File: config.mk
export PLATFORM = sky130hd
export DESIGN_NAME = multicycle_control
export DESIGN_NICKNAME = d
export VERILOG_FILES = /design/src/rtl/multicycle_control.sv
export SDC_FILE = /design/constraint.sdc
export NUM_CORES = 1
export LEC_CHECK = 0
export ABC_AREA = 1
export CAP_MARGIN = 20
export CORE_MARGIN = 2
export CORE_UTILIZATION = 44
export CTS_BUF_LIST = sky130_fd_sc_hd__clkbuf_8
export CTS_CLUSTER_SIZE = 8
export DETAILED_ROUTE_END_ITERATION = 10
export PLACE_DENSITY_LB_ADDON = 0.3
export SYNTH_ARGS = -nofsm -noshare
export SYNTH_HDL_FRONTEND = slang
export SYNTH_SLANG_ARGS = --single-unit
File: constraint.sdc
create_clock -name clk -period 1.4 [get_ports clk]
set_clock_uncertainty 0.15 [all_clocks]
set_input_delay 0.28 -clock clk [delete_from_list [all_inputs] [get_ports clk]]
set_output_delay 0.28 -clock clk [all_outputs]
set_load 0.005 [all_outputs]
File: src/rtl/multicycle_control.sv
// multicycle_control: multi-cycle FSM sequencer for the 4-bit-opcode MIPS-subset datapath
// Shared instruction/data memory port, retired-instruction counter, illegal-opcode flag.
module multicycle_control #(
  parameter int CNT_W = 16
) (
  input  logic             clk,
  input  logic             rst_n,
  input  logic [3:0]       op,
  input  logic             zero,
  input  logic             mem_ready,
  output logic             pc_write,
  output logic [1:0]       pc_src,
  output logic             ir_write,
  output logic             iord,
  output logic             mem_read,
  output logic             mem_write,
  output logic             alu_src,
  output logic [2:0]       alu_op,
  output logic             reg_write,
  output logic             reg_dst,
  output logic             mem_to_reg,
  output logic             instr_done,
  output logic             illegal_op,
  output logic [CNT_W-1:0] retire_count,
  output logic [2:0]       state
);
  typedef enum logic [2:0] {IDLE, FETCH, DECODE, EXEC, MEMACC, WB, BRANCH, BAD} state_t;
  state_t     cur, nxt;
  logic [3:0] op_q;
  logic       is_lw, is_sw, is_r, uses_imm;
  logic [2:0] alu_fn;
  assign state    = cur;
  assign is_lw    = op_q == 4'd5;
  assign is_sw    = op_q == 4'd6;
  assign is_r     = op_q <= 4'd3 || op_q == 4'd7;
  assign uses_imm = op_q >= 4'd4 && op_q <= 4'd6;
  assign alu_fn   = op_q == 4'd1 ? 3'b110 :
                    op_q == 4'd2 ? 3'b000 :
                    op_q == 4'd3 ? 3'b001 :
                    op_q == 4'd7 ? 3'b111 : 3'b010;
  always_ff @(posedge clk or negedge rst_n)
    if (!rst_n) begin
      cur          <= IDLE;
      op_q         <= '0;
      retire_count <= '0;
    end else begin
      cur <= nxt;
      if (cur == DECODE) op_q <= op;
      if (instr_done) retire_count <= retire_count + 1'b1;
    end
  always_comb begin
    nxt        = cur;
    pc_write   = 1'b0;
    pc_src     = 2'd0;
    ir_write   = 1'b0;
    iord       = 1'b0;
    mem_read   = 1'b0;
    mem_write  = 1'b0;
    alu_src    = 1'b0;
    alu_op     = 3'b010;
    reg_write  = 1'b0;
    reg_dst    = 1'b0;
    mem_to_reg = 1'b0;
    instr_done = 1'b0;
    illegal_op = 1'b0;
    case (cur)
      IDLE: begin
        alu_op = 3'b000;
        nxt    = FETCH;
      end
      FETCH: begin
        mem_read = 1'b1;
        ir_write = mem_ready;
        pc_write = mem_ready;
        nxt      = mem_ready ? DECODE : FETCH;
      end
      // decode looks at the live opcode; op_q only becomes valid afterwards
      DECODE: begin
        pc_write   = op == 4'd10;
        pc_src     = op == 4'd10 ? 2'd2 : 2'd0;
        instr_done = op == 4'd10;
        illegal_op = op > 4'd10;
        nxt        = op <= 4'd7 ? EXEC : op <= 4'd9 ? BRANCH : FETCH;
      end
      EXEC: begin
        alu_op  = alu_fn;
        alu_src = uses_imm;
        nxt     = (is_lw || is_sw) ? MEMACC : WB;
      end
      MEMACC: begin
        iord       = 1'b1;
        alu_src    = 1'b1;
        mem_read   = is_lw;
        mem_write  = is_sw;
        instr_done = mem_ready && is_sw;
        nxt        = !mem_ready ? MEMACC : is_sw ? FETCH : WB;
      end
      WB: begin
        reg_write  = 1'b1;
        reg_dst    = is_r;
        mem_to_reg = is_lw;
        alu_src    = uses_imm;
        alu_op     = alu_fn;
        instr_done = 1'b1;
        nxt        = FETCH;
      end
      BRANCH: begin
        alu_op     = 3'b110;
        pc_write   = (op_q == 4'd8 && zero) || (op_q == 4'd9 && !zero);
        pc_src     = pc_write ? 2'd1 : 2'd0;
        instr_done = 1'b1;
        nxt        = FETCH;
      end
      default: begin
        alu_op = 3'b000;
        nxt    = IDLE;
      end
    endcase
  end
endmodule

; ---- Word level (Yosys, flattened, before mapping)
; Cells that the tools add are included.
[totals]
word_cells = 64
register_bits = 23
[classes]
add_sub_neg = 1
n_eq_ne = 15
magnitude_cmp = 6
n_reduce_logical = 13
muxes = 26
[ops]
columns = operator, n
row1 = 2-to-1 mux 3 bit, 8
row2 = "adder 16 x 1 -> 16 bit, second input constant", 1
row3 = case mux 3 bit (5 select lines), 1
row4 = "== test 4 x 3 -> 1 bit, second input constant", 3
row5 = "== test 4 bit, second input constant", 3
row6 = "== test 3 bit, second input constant", 3
row7 = 2-to-1 mux 1 bit, 9
row8 = case mux 3 bit (3 select lines), 1
row9 = "== test 4 x 2 -> 1 bit, second input constant", 2
row10 = "<= comparator 4 x 3 -> 1 bit, second input constant", 2
row11 = "== test 3 x 2 -> 1 bit, second input constant", 2
row12 = case mux 1 bit (3 select lines), 2
row13 = OR reduction 3 bit, 2
row14 = "== test 4 x 1 -> 1 bit, second input constant", 1
row15 = ">= comparator 4 x 3 -> 1 bit, second input constant", 1
row16 = "greater-than comparator 4 bit, second input constant", 1
row17 = "<= comparator 4 x 2 -> 1 bit, second input constant", 1
row18 = "<= comparator 4 bit, second input constant", 1
row19 = logical AND 1 bit, 4
row20 = 2-to-1 mux 2 bit, 2
row21 = case mux 1 bit (2 select lines), 2
row22 = case mux 2 bit (2 select lines), 1
row23 = OR reduction 2 bit, 2
row24 = "== test 3 x 1 -> 1 bit, second input constant", 1
row25 = 3 further kinds, 5

; ---- Depth between registers and ports, before layout
; Gate-level depths: netlist (run 1).
[depth]
depth_word = 6
ltp_mapped = 10

; ---- Worst setup path after synthesis (run 1)
; No wires, ideal clock.
[synth_path]
path_kind = register to output
start = register cur[1], in the netlist state[1]
end = output port instr_done
required_ns = 0.970
t_arrival_ns = 1.072
slack_ns = -0.102
path_stages_with_launch = 7
cell_sequence = dfrtp_1 -> inv_2 -> nand2_1 -> nor2_2 -> nand3_1 -> nand2_2 -> buf_4
[synth_via]
elab_chain_len = 3
[synth_rtl]
columns = item, line
row1 = "start, declared", 28  ; state_t cur, nxt;
row2 = "start signal, assigned", 47  ; cur <= nxt;
row3 = == test 3 bit, 66  ; case (cur)
row4 = OR reduction 2 bit (no line), n/a
row5 = case mux 1 bit (3 select lines) *, 66
row6 = "end, declared", 22  ; output logic instr_done,
; Every way passes the cells marked *; elsewhere a longest branch is shown, timed or not.

; ---- Final worst setup path (run 1)
[layout_path]
start = register cur[0], in the netlist state[0]
end = output port instr_done
; The elaborated chain is that of the path after synthesis.

==> results of run 1 <==
## routing by layer
metal | track usage, % | vias to the layer above | part of all wire [%]
met5 | 0 | - | 0
met4 | 18.1 | 0 | 6.2
met3 | 5.41 | 50 | 8.0
met2 | 55.8 | 171 | 51
met1 | 29.5 | 1050 | 35
li1 | - | 975 | -
## area by class of cell
class | count | area share (%)
timing repair inverter | 1 | 0.292
clock inverter | 1 | 0.125
tap | 46 | 1.92
clock buffer | 3 | 1.38
sequential | 23 | 19.3
timing repair buffer | 118 | 35.9
inverter | 38 | 5.68
multi-input combinational | 167 | 35.4
## state kept, by name, indices dropped and copies added (netlist names)
name / count
state: 3
op_q: 4
retire_count: 16
## worst max-delay path, delay by kind of cell (launching register included)
kind          cells  cell delay, ns
buf+inv           4            0.51
simple gates      4            0.35
flops             1            0.43
## Yosys cell counts, types with 3 or more instances
| cell | count | area (µm²) |
|---|---|---|
| nand2_1 | 84 | 315 |
| dfrtp_1 | 23 | 576 |
| a21oi_1 | 4 | 20.0 |
| o21ai_0 | 9 | 45.0 |
| nor3_1 | 4 | 20.0 |
| nor2_1 | 20 | 75.1 |
| inv_1 | 31 | 116 |
| nand4_1 | 6 | 37.5 |
| o21ai_1 | 5 | 25.0 |
| inv_2 | 6 | 22.5 |
| nor2_2 | 3 | 18.8 |
| nand3_1 | 19 | 95.1 |
## power groups by stage
| stage | clock [mW] | combinational (mW) | sequential, mW |
|---|---|---|---|
| floorplan | 0 | 0.921 | 1.09 |
| global route | 0.452 | 3.78 | 1.06 |
| global placement | 0 | 2.04 | 1.07 |
| CTS | 0.409 | 2.85 | 1.01 |
| detailed placement | 0 | 2.10 | 1.07 |
| finish | 0.421 | 3.60 | 1.05 |
## cells in the final DEF, fill, tap and decap left out, drive strengths merged
cell,n
ha,1
nor2,23
or2,1
clkinv,2
o31ai,1
a21oi,4
o21ai,14
clkdlybuf4s50,5
clkdlybuf4s15,2
nand3b,1
nand3,21
and3,1
clkbuf,6
dfrtp,23
nor3b,1
o2111ai,1
inv,38
buf,90
dlygate4sd2,18
nand4,6
o211ai,1
nor3,4
nand2,85
xor2,2
## metrics by stage
| step | TNS, ns | util, % |
|---|---|---|
| final | -16.05 | 90.6 |
| after global routing | -16.97 | 90.6 |
| after CTS | -12.24 | 82.1 |
| after detailed placement | -20.46 | 69.0 |
| after global placement | -19.24 | 69.0 |
| after floorplan | -0.679 | - |
## path summary, 6_finish.rpt
check / startpoint / end / slack (ns) / cells past startpoint
hold reg to reg: retire_count[1] / retire_count[1] / 0.40 / 2
min in group clk: op[2] / op_q[2] / 0.27 / 3
max in group asynchronous: rst_n / state[1] / 0.73 / 2
setup / recovery: state[0] / instr_done / -0.59 / 8
hold / removal: rst_n / retire_count[2] / 0.22 / 2
setup reg to reg: state[0] / retire_count[8] / -0.54 / 12
## what timing repair did
item	CTS	global route
pin swaps	9	20
gates cloned	3	1
setup endpoints to repair	58	43
buffers inserted	36	3
resized for setup	124	82
## cells by family (layout without fill, tap and decap cells)
kind of cell | Yosys count | count (layout) | synth area share, %
adders and majority gates | 1 | 1 | 0.832
AOI/OAI and AO/OA | 21 | 21 | 7.57
and+or+nand+nor | 143 | 143 | 40.9
xor gates and xnor gates | 2 | 2 | 1.16
DFF | 23 | 23 | 38.3
buffers and inverters | 41 | 161 | 11.2
==> flow_metrics.env, run 1 <==
export IMPL_netlist_instances=231
export IMPL_drive_gt1_share_pct=51.0
export IMPL_p_sw_mw=2.22
export IMPL_start_kind="register"
export IMPL_hold_ws_ns=0.218
export IMPL_dp_hpwl_mm=3.30
export IMPL_rsz0062_at_grt="true"
export IMPL_crit_fanout=4
export IMPL_wl_per_cell_um=17.8
export IMPL_overflow=0
export IMPL_routed_wl_mm=7.05
export IMPL_drt_initial_drc_count=289
export IMPL_switching_share_pct=43.7
export IMPL_insertion_delay_ns=0.27
export IMPL_finalPower_mw=5.07
export IMPL_finish_instance_area_um2=3000
export IMPL_fillers=141
export IMPL_drc=0
export IMPL_worst_slack_ns=-0.593
export IMPL_cts_made_buffers=3
export IMPL_clkTransAtPathRegs_ns=0.09
export IMPL_nNetsFinal=361
export IMPL_fmax_ghz=0.502
export IMPL_syn_nets=240
export IMPL_async_flop_share_pct=100
export IMPL_ctsRootBufferMaster="clkbuf_8"
export IMPL_p_seq_share_pct=20.7
export IMPL_p_comb_share_pct=71.0
export IMPL_synth_flop_cell="dfrtp_1"
export IMPL_die_y_um=62.5
export IMPL_avgSynthCellArea_um2=6.51
export IMPL_synth_seq_area_share_pct=38.3
export IMPL_finalHoldViolCount=0
export IMPL_grt_usage_pct=29.5
export IMPL_cts_path_max_buffers=2
export IMPL_post_dp_cell_area_um2=2280
export IMPL_worst_slew_pin_slew_ns=0.331
export IMPL_fin_cells=397
export IMPL_core_area_um2=3310
export IMPL_syn_area_um2=1500
export IMPL_viasPerCell=5.66
export IMPL_die_area_um2=3900
export IMPL_crit_chain="inv_2, buf_6, nand3_4, nor2_4, buf_6, nor2_4, nand2_2, buf_2"
export IMPL_dieWidth_um=62.5
export IMPL_io_pins=43
export IMPL_htreeDepth=1
export IMPL_multi_input_comb_area_um2=1060
export IMPL_cp_arrival_ns=1.56
export IMPL_cts_tree="built"
export IMPL_cp_required_ns=0.97
export IMPL_pwr_share_clk_pct=8.3
export IMPL_grt_max_degree=24
export IMPL_critPathKind="register to output pin"
export IMPL_critPathSlowestCell="dfrtp_1"
export IMPL_dp_slack_ns=-0.847
export IMPL_syn2layout_area_growth_pct=99.3
export IMPL_antennaDiodeCount=0
export IMPL_synth_distinct_cells=26
export IMPL_worst_hold_path_type="input pin to asynchronous set/reset pin"
export IMPL_start_util_pct=45.4
export IMPL_synth_edf_count=0
export IMPL_gp_congestion=0.899
export IMPL_synth_seq_cells=23
export IMPL_p_leak_nw=1.57
export IMPL_via_count=2246
export IMPL_port_buffers=42
export IMPL_cp_end_kind="output pin"
export IMPL_irDropWorstVdd_mv=1.40
export IMPL_cts_hold_buf=0
export IMPL_p_per_area_nw_per_um2=1690
export IMPL_dr_pass1_iters=5
export IMPL_fin_crit_ns=1.99
export IMPL_ant_nets=0
export IMPL_slew_viol_final=0
export IMPL_max_stage_delay_ns=0.43
export IMPL_fin_crit_sh_pct=142
export IMPL_rows=21
export IMPL_cap_violations=0
export IMPL_ff_latch_area_um2=578
export IMPL_grt_pass1_vias=2144
export IMPL_synth_warnings=0
export IMPL_relSlewSlack_pct=77.9
export IMPL_p_int_mw=2.86
export IMPL_setup_viol=42
export IMPL_clock_sinks=23
export IMPL_grt_first_pass_wirelength_mm=9.20
export IMPL_antenna_found_initial=0
export IMPL_dp_cells=352
export IMPL_status="finished, violations left"
export IMPL_violations="setup timing"
Note: power is estimated with default switching activity, not from simulation.
==> run 2: changes to the inputs <==
ABC_CLOCK_PERIOD_IN_PS = 1400   (was default)
CORE_UTILIZATION = 29   (was 44)
RECOVER_POWER = 25   (was default)
==> run 2 against run 1 <==
  * The run still ends with setup timing left
  * Largest cell class is now multi-input gates
  * Register-to-register slack improved by 0.07 ns
  * Die area rose by 48%
  * Power fell by 0.90%
==> flow_metrics.env, run 2 (synthesis gave the netlist of run 1 again) <==
export IMPL_status="finished, violations left"
export IMPL_violations="setup timing"
export IMPL_antennaDiodeCount=0
export IMPL_via_count=2016
export IMPL_die_area_um2=5780
export IMPL_rsz0062_at_grt="true"
export IMPL_cts_made_buffers=3
export IMPL_routed_wl_mm=5.88
export IMPL_fin_crit_ns=1.93
export IMPL_critPathKind="register to output pin"
export IMPL_r2r_start="state[0]"
export IMPL_grt_max_degree=24
export IMPL_fin_crit_sh_pct=138
export IMPL_worst_hold_path_type="input pin to register"
export IMPL_syn2layout_area_growth_pct=103
export IMPL_drive_gt1_share_pct=54.7
export IMPL_setup_tns_ns=-14.38
export IMPL_start_util_pct=29.8
export IMPL_core_area_um2=5040
export IMPL_hold_ws_ns=0.148
export IMPL_fmax_ghz=0.517
export IMPL_overflow=0
export IMPL_rows=26
export IMPL_max_stage_delay_ns=0.47
export IMPL_finalHoldViolCount=0
export IMPL_antenna_found_initial=0
export IMPL_cp_end_kind="output pin"
export IMPL_dp_hpwl_mm=3.25
export IMPL_regMostFlops="retire_count"
export IMPL_slew_viol_final=0
export IMPL_gp_congestion=0.850
export IMPL_largest_reg_flops=16
export IMPL_rr_worst_depth=10
export IMPL_clkTransAtPathRegs_ns=0.09
export IMPL_cp_arrival_ns=1.50
export IMPL_dp_slack_ns=-0.844
export IMPL_layout_commonest_cell="nand2_1"
export IMPL_startpoint="state[1]"
export IMPL_whs_endpoint="op_q[2]"
export IMPL_finalPower_mw=5.03
export IMPL_p_leak_nw=1.61
export IMPL_ctsRootBufferMaster="clkbuf_8"
export IMPL_setup_viol=41
export IMPL_hold_start="op[2]"
export IMPL_p_per_area_nw_per_um2=1650
export IMPL_critPathSlowestCell="dfrtp_2"
export IMPL_fillers=445
export IMPL_start_kind="register"
export IMPL_dieWidth_um=76.0
export IMPL_grt_usage_pct=17.9
export IMPL_insertion_delay_ns=0.27
export IMPL_ant_nets=0
export IMPL_cts_tree="built"
export IMPL_worst_slew_pin_slew_ns=0.605
export IMPL_crit_chain="buf_4, nor3_4, buf_6, inv_2, o2111ai_2, buf_2"
export IMPL_cap_violations=0
export IMPL_wl_per_cell_um=13.9
export IMPL_final_cell_mix="nand2_1, buf_4, inv_1"
export IMPL_clock_sinks=23
export IMPL_io_pins=43
export IMPL_r2r_end="retire_count[15]"
export IMPL_drc=0
export IMPL_hold_depth=3
export IMPL_relSlewSlack_pct=59.7
export IMPL_drt_initial_drc_count=92
export IMPL_cts_path_max_buffers=2
export IMPL_dr_pass1_iters=4
export IMPL_die_y_um=76.0
export IMPL_grt_first_pass_wirelength_mm=8.51
export IMPL_crit_fanout=4
export IMPL_regToRegSetupSlack_ns=-0.47
export IMPL_cp_required_ns=0.97
export IMPL_worst_slack_ns=-0.535
export IMPL_nNetsFinal=363
export IMPL_port_buffers=42
export IMPL_grt_pass1_vias=1922
export IMPL_viasPerCell=4.77
export IMPL_irDropWorstVdd_mv=1.07
export IMPL_htreeDepth=1
## run 2: how the worst max path moves through the flow
stage	end	cells past startpoint	slack [ns]
finish	alu_op[1]	6	-0.53
global route	instr_done	7	-0.58
CTS	pc_write	7	-0.48
detailed placement	pc_write	6	-0.84
global placement	pc_write	6	-0.85
floorplan	instr_done	6	-0.08
## run 2: cell type report
type	instances	area, µm²	share of cell area (%)
multi-input combinational	167	1080	35.5
timing repair buffer	120	1070	35.2
inverter	38	173	5.66
tap	70	87.6	2.87
clock inverter	1	5.00	0.164
clock buffer	3	41.3	1.35
sequential	23	579	19.0
timing repair inverter	1	11.3	0.369
## run 2: worst max-delay path, delay by kind of cell (launching register included)
kind | cells | cell delay [ns]
compound gates | 1 | 0.07
simple gates | 1 | 0.19
buf+inv | 4 | 0.50
flops | 1 | 0.47
## run 2: metal layers
metal | global-route usage [%] | wire (µm) | vias up
met5 | 0 | 0 | -
met4 | 5.09 | 170 | 0
met3 | 3.91 | 357 | 17
met2 | 32.3 | 3070 | 78
met1 | 21.5 | 2280 | 941
li1 | - | - | 980
## run 2: report_power, final
group | internal (mW) | switching (mW)
combinational | 1.84 | 1.70
sequential | 0.863 | 0.196
clock | 0.199 | 0.230
total | 2.90 | 2.13
## run 2: per-stage QoR
step                instances  utilization, %  cell area, µm²
floorplan                 231               -            1550
global placement          376            45.9            2310
detailed placement        376            45.9            2310
CTS                       412            53.9            2720
global route              423            60.5            3050
finish                    423            60.5            3050
## run 2: what timing repair did
item                                    in CTS  in global routing
resized for setup                          138                 98
hold buffers                                 0                  0
pin swaps                                   12                 30
endpoints found under the setup margin      58                 45
gates cloned                                 3                  1
setup buffers                               31                 13
==> run 3: changes to the inputs <==
CTS_BUF_LIST = sky130_fd_sc_hd__clkbuf_16   (was sky130_fd_sc_hd__clkbuf_8)
==> run 3 against run 2 <==
  * The flow still finishes with violations (setup timing)
  * Sequential power barely moved
  * Design area shrank 4.7%
  * Highest routed layer unchanged
  * Critical path depth rose by 1
  * Die area unchanged
  * Clock power increased by 49%
  * Utilization decreased by 2.8 points
  * Setup slack improved by 0.020 ns
  * Final cell count shrank 2.4%
  * Global-route usage is 0.097 points higher
  * Fmax is 1.1% higher
  * Non-clock buffer count is 10 lower
  * Routed wire length down 9.5%
==> flow_metrics.env, run 3 (synthesis gave the netlist of run 1 again) <==
export IMPL_fin_crit_ns=1.91
export IMPL_layout_commonest_cell="nand2_1"
export IMPL_whs_endpoint="op_q[1]"
export IMPL_relSlewSlack_pct=60.3
export IMPL_antennaDiodeCount=0
export IMPL_drc=0
export IMPL_pwr_share_clk_pct=13.3
export IMPL_ant_nets=0
export IMPL_setup_viol=36
export IMPL_start_util_pct=29.8
export IMPL_regMostFlops="retire_count"
export IMPL_regToRegSetupSlack_ns=-0.39
export IMPL_p_sw_mw=1.95
export IMPL_cts_made_buffers=3
export IMPL_final_cell_mix="nand2_1, buf_4, inv_1"
export IMPL_switching_share_pct=40.5
export IMPL_finalHoldViolCount=0
export IMPL_fmax_ghz=0.522
export IMPL_cts_tree="built"
export IMPL_routed_wl_mm=5.32
export IMPL_start_kind="register"
export IMPL_grt_max_degree=24
export IMPL_syn2layout_area_growth_pct=93.5
export IMPL_cp_arrival_ns=1.48
export IMPL_p_per_area_nw_per_um2=1650
export IMPL_slew_viol_final=0
export IMPL_via_count=1930
export IMPL_core_area_um2=5040
export IMPL_p_int_mw=2.86
export IMPL_p_comb_share_pct=64.8
export IMPL_worst_slack_ns=-0.514
export IMPL_violations="setup timing"
export IMPL_grt_first_pass_wirelength_mm=8.56
export IMPL_r2r_end="retire_count[6]"
export IMPL_largest_reg_flops=16
export IMPL_cts_path_max_buffers=2
export IMPL_dr_pass1_iters=4
export IMPL_die_area_um2=5780
export IMPL_antenna_found_initial=0
export IMPL_fin_crit_sh_pct=137
export IMPL_finalPower_mw=4.81
export IMPL_cts_hold_buf=0
export IMPL_drt_initial_drc_count=109
export IMPL_ctsRootBufferMaster="clkbuf_16"
export IMPL_crit_fanout=4
export IMPL_worst_slew_pin_slew_ns=0.596
export IMPL_rows=26
export IMPL_cp_end_kind="output pin"
export IMPL_clkTransAtPathRegs_ns=0.07
export IMPL_port_buffers=42
export IMPL_dp_slack_ns=-0.844
export IMPL_dieWidth_um=76.0
export IMPL_grt_usage_pct=18.0
export IMPL_hold_depth=3
export IMPL_irDropWorstVdd_mv=1.18
export IMPL_gp_congestion=0.850
export IMPL_insertion_delay_ns=0.26
export IMPL_clock_sinks=23
export IMPL_p_seq_share_pct=21.9
export IMPL_cp_required_ns=0.97
export IMPL_cap_violations=0
export IMPL_worst_hold_path_type="input pin to register"
export IMPL_htreeDepth=1
export IMPL_fin_util_pct=57.7
export IMPL_critPathKind="register to output pin"
export IMPL_dp_hpwl_mm=3.25
export IMPL_viasPerCell=4.67
export IMPL_hold_start="op[1]"
export IMPL_io_pins=43
export IMPL_wl_per_cell_um=12.9
export IMPL_drive_gt1_share_pct=47.2
export IMPL_p_leak_nw=1.47
export IMPL_status="finished, violations left"
export IMPL_grt_pass1_vias=1903
export IMPL_rr_worst_depth=11
export IMPL_nNetsFinal=353
export IMPL_overflow=0
export IMPL_die_y_um=76.0
export IMPL_r2r_start="state[1]"
export IMPL_rsz0062_at_grt="true"
run 3: cell types whose count changed in the layout (fill, tap and decap cells not counted), sizes merged:
cell / change
clkdlybuf4s50: +1
buf: -13
clkbuf: -2
dlygate4sd2: +2
clkdlybuf4s15: +3
dlymetal6s2s: -1
run 3: worst max-delay path, stage by stage, from the launching register on:
cell	delay, ns
dfrtp_2	0.46
inv_4	0.10
nand2_2	0.08
nor2_4	0.15
buf_6	0.13
inv_4	0.04
o21ai_1	0.12
buf_2	0.14
run 3: power by group through the flow:
| stage | logic (mW) | registers [mW] | clock network, mW |
|---|---|---|---|
| finish | 3.11 | 1.05 | 0.640 |
| global route | 3.36 | 1.08 | 0.687 |
| CTS | 2.84 | 1.03 | 0.641 |
| detailed placement | 2.13 | 1.09 | 0 |
| global placement | 2.10 | 1.10 | 0 |
| floorplan | 0.921 | 1.09 | 0 |
run 3: what timing repair did:
action / CTS / global route
endpoints found under the setup margin: 58 / 42
pin swaps: 8 / 7
setup buffers: 33 / 5
gates cloned: 3 / 1
resized for setup: 158 / 41
run 3: per-stage QoR:
step / TNS, ns / instance area [µm²] / hold slack (ns) / std cells
after detailed placement: -21.10 / 2310 / 0.341 / 376
after floorplan: -0.679 / 1550 / -0.166 / 231
after CTS: -11.80 / 2810 / 0.222 / 411
after global routing: -15.91 / 2910 / 0.226 / 413
after global placement: -20.83 / 2310 / 0.334 / 376
final: -13.15 / 2910 / 0.212 / 413
run 3: worst max path at each step:
stage / endpoint / cells after the start / slack, ns / start
final: mem_read / 7 / -0.51 / state[1]
after global routing: alu_op[2] / 6 / -0.57 / op_q[0]
after CTS: pc_write / 8 / -0.49 / state[0]
after detailed placement: pc_write / 6 / -0.84 / zero
after global placement: pc_write / 6 / -0.85 / zero
after floorplan: instr_done / 6 / -0.08 / state[0]
run 3: area by class of cell:
cell class                 count  area [µm²]
inverter                      38         168
timing repair buffer         110         990
tap                           70        87.6
sequential                    23         582
multi-input combinational    167         992
timing repair inverter         1        11.3
fill                         463        2130
clock buffer                   3        75.1
clock inverter                 1        5.00
run 3: layer usage:
metal / vias up / part of all wire, % / GRT usage (%)
li1: 959 / - / -
met1: 896 / 40 / 21.5
met2: 64 / 51 / 31.9
met3: 11 / 6.8 / 4.38
met4: 0 / 1.8 / 6.00
met5: - / 0 / 0
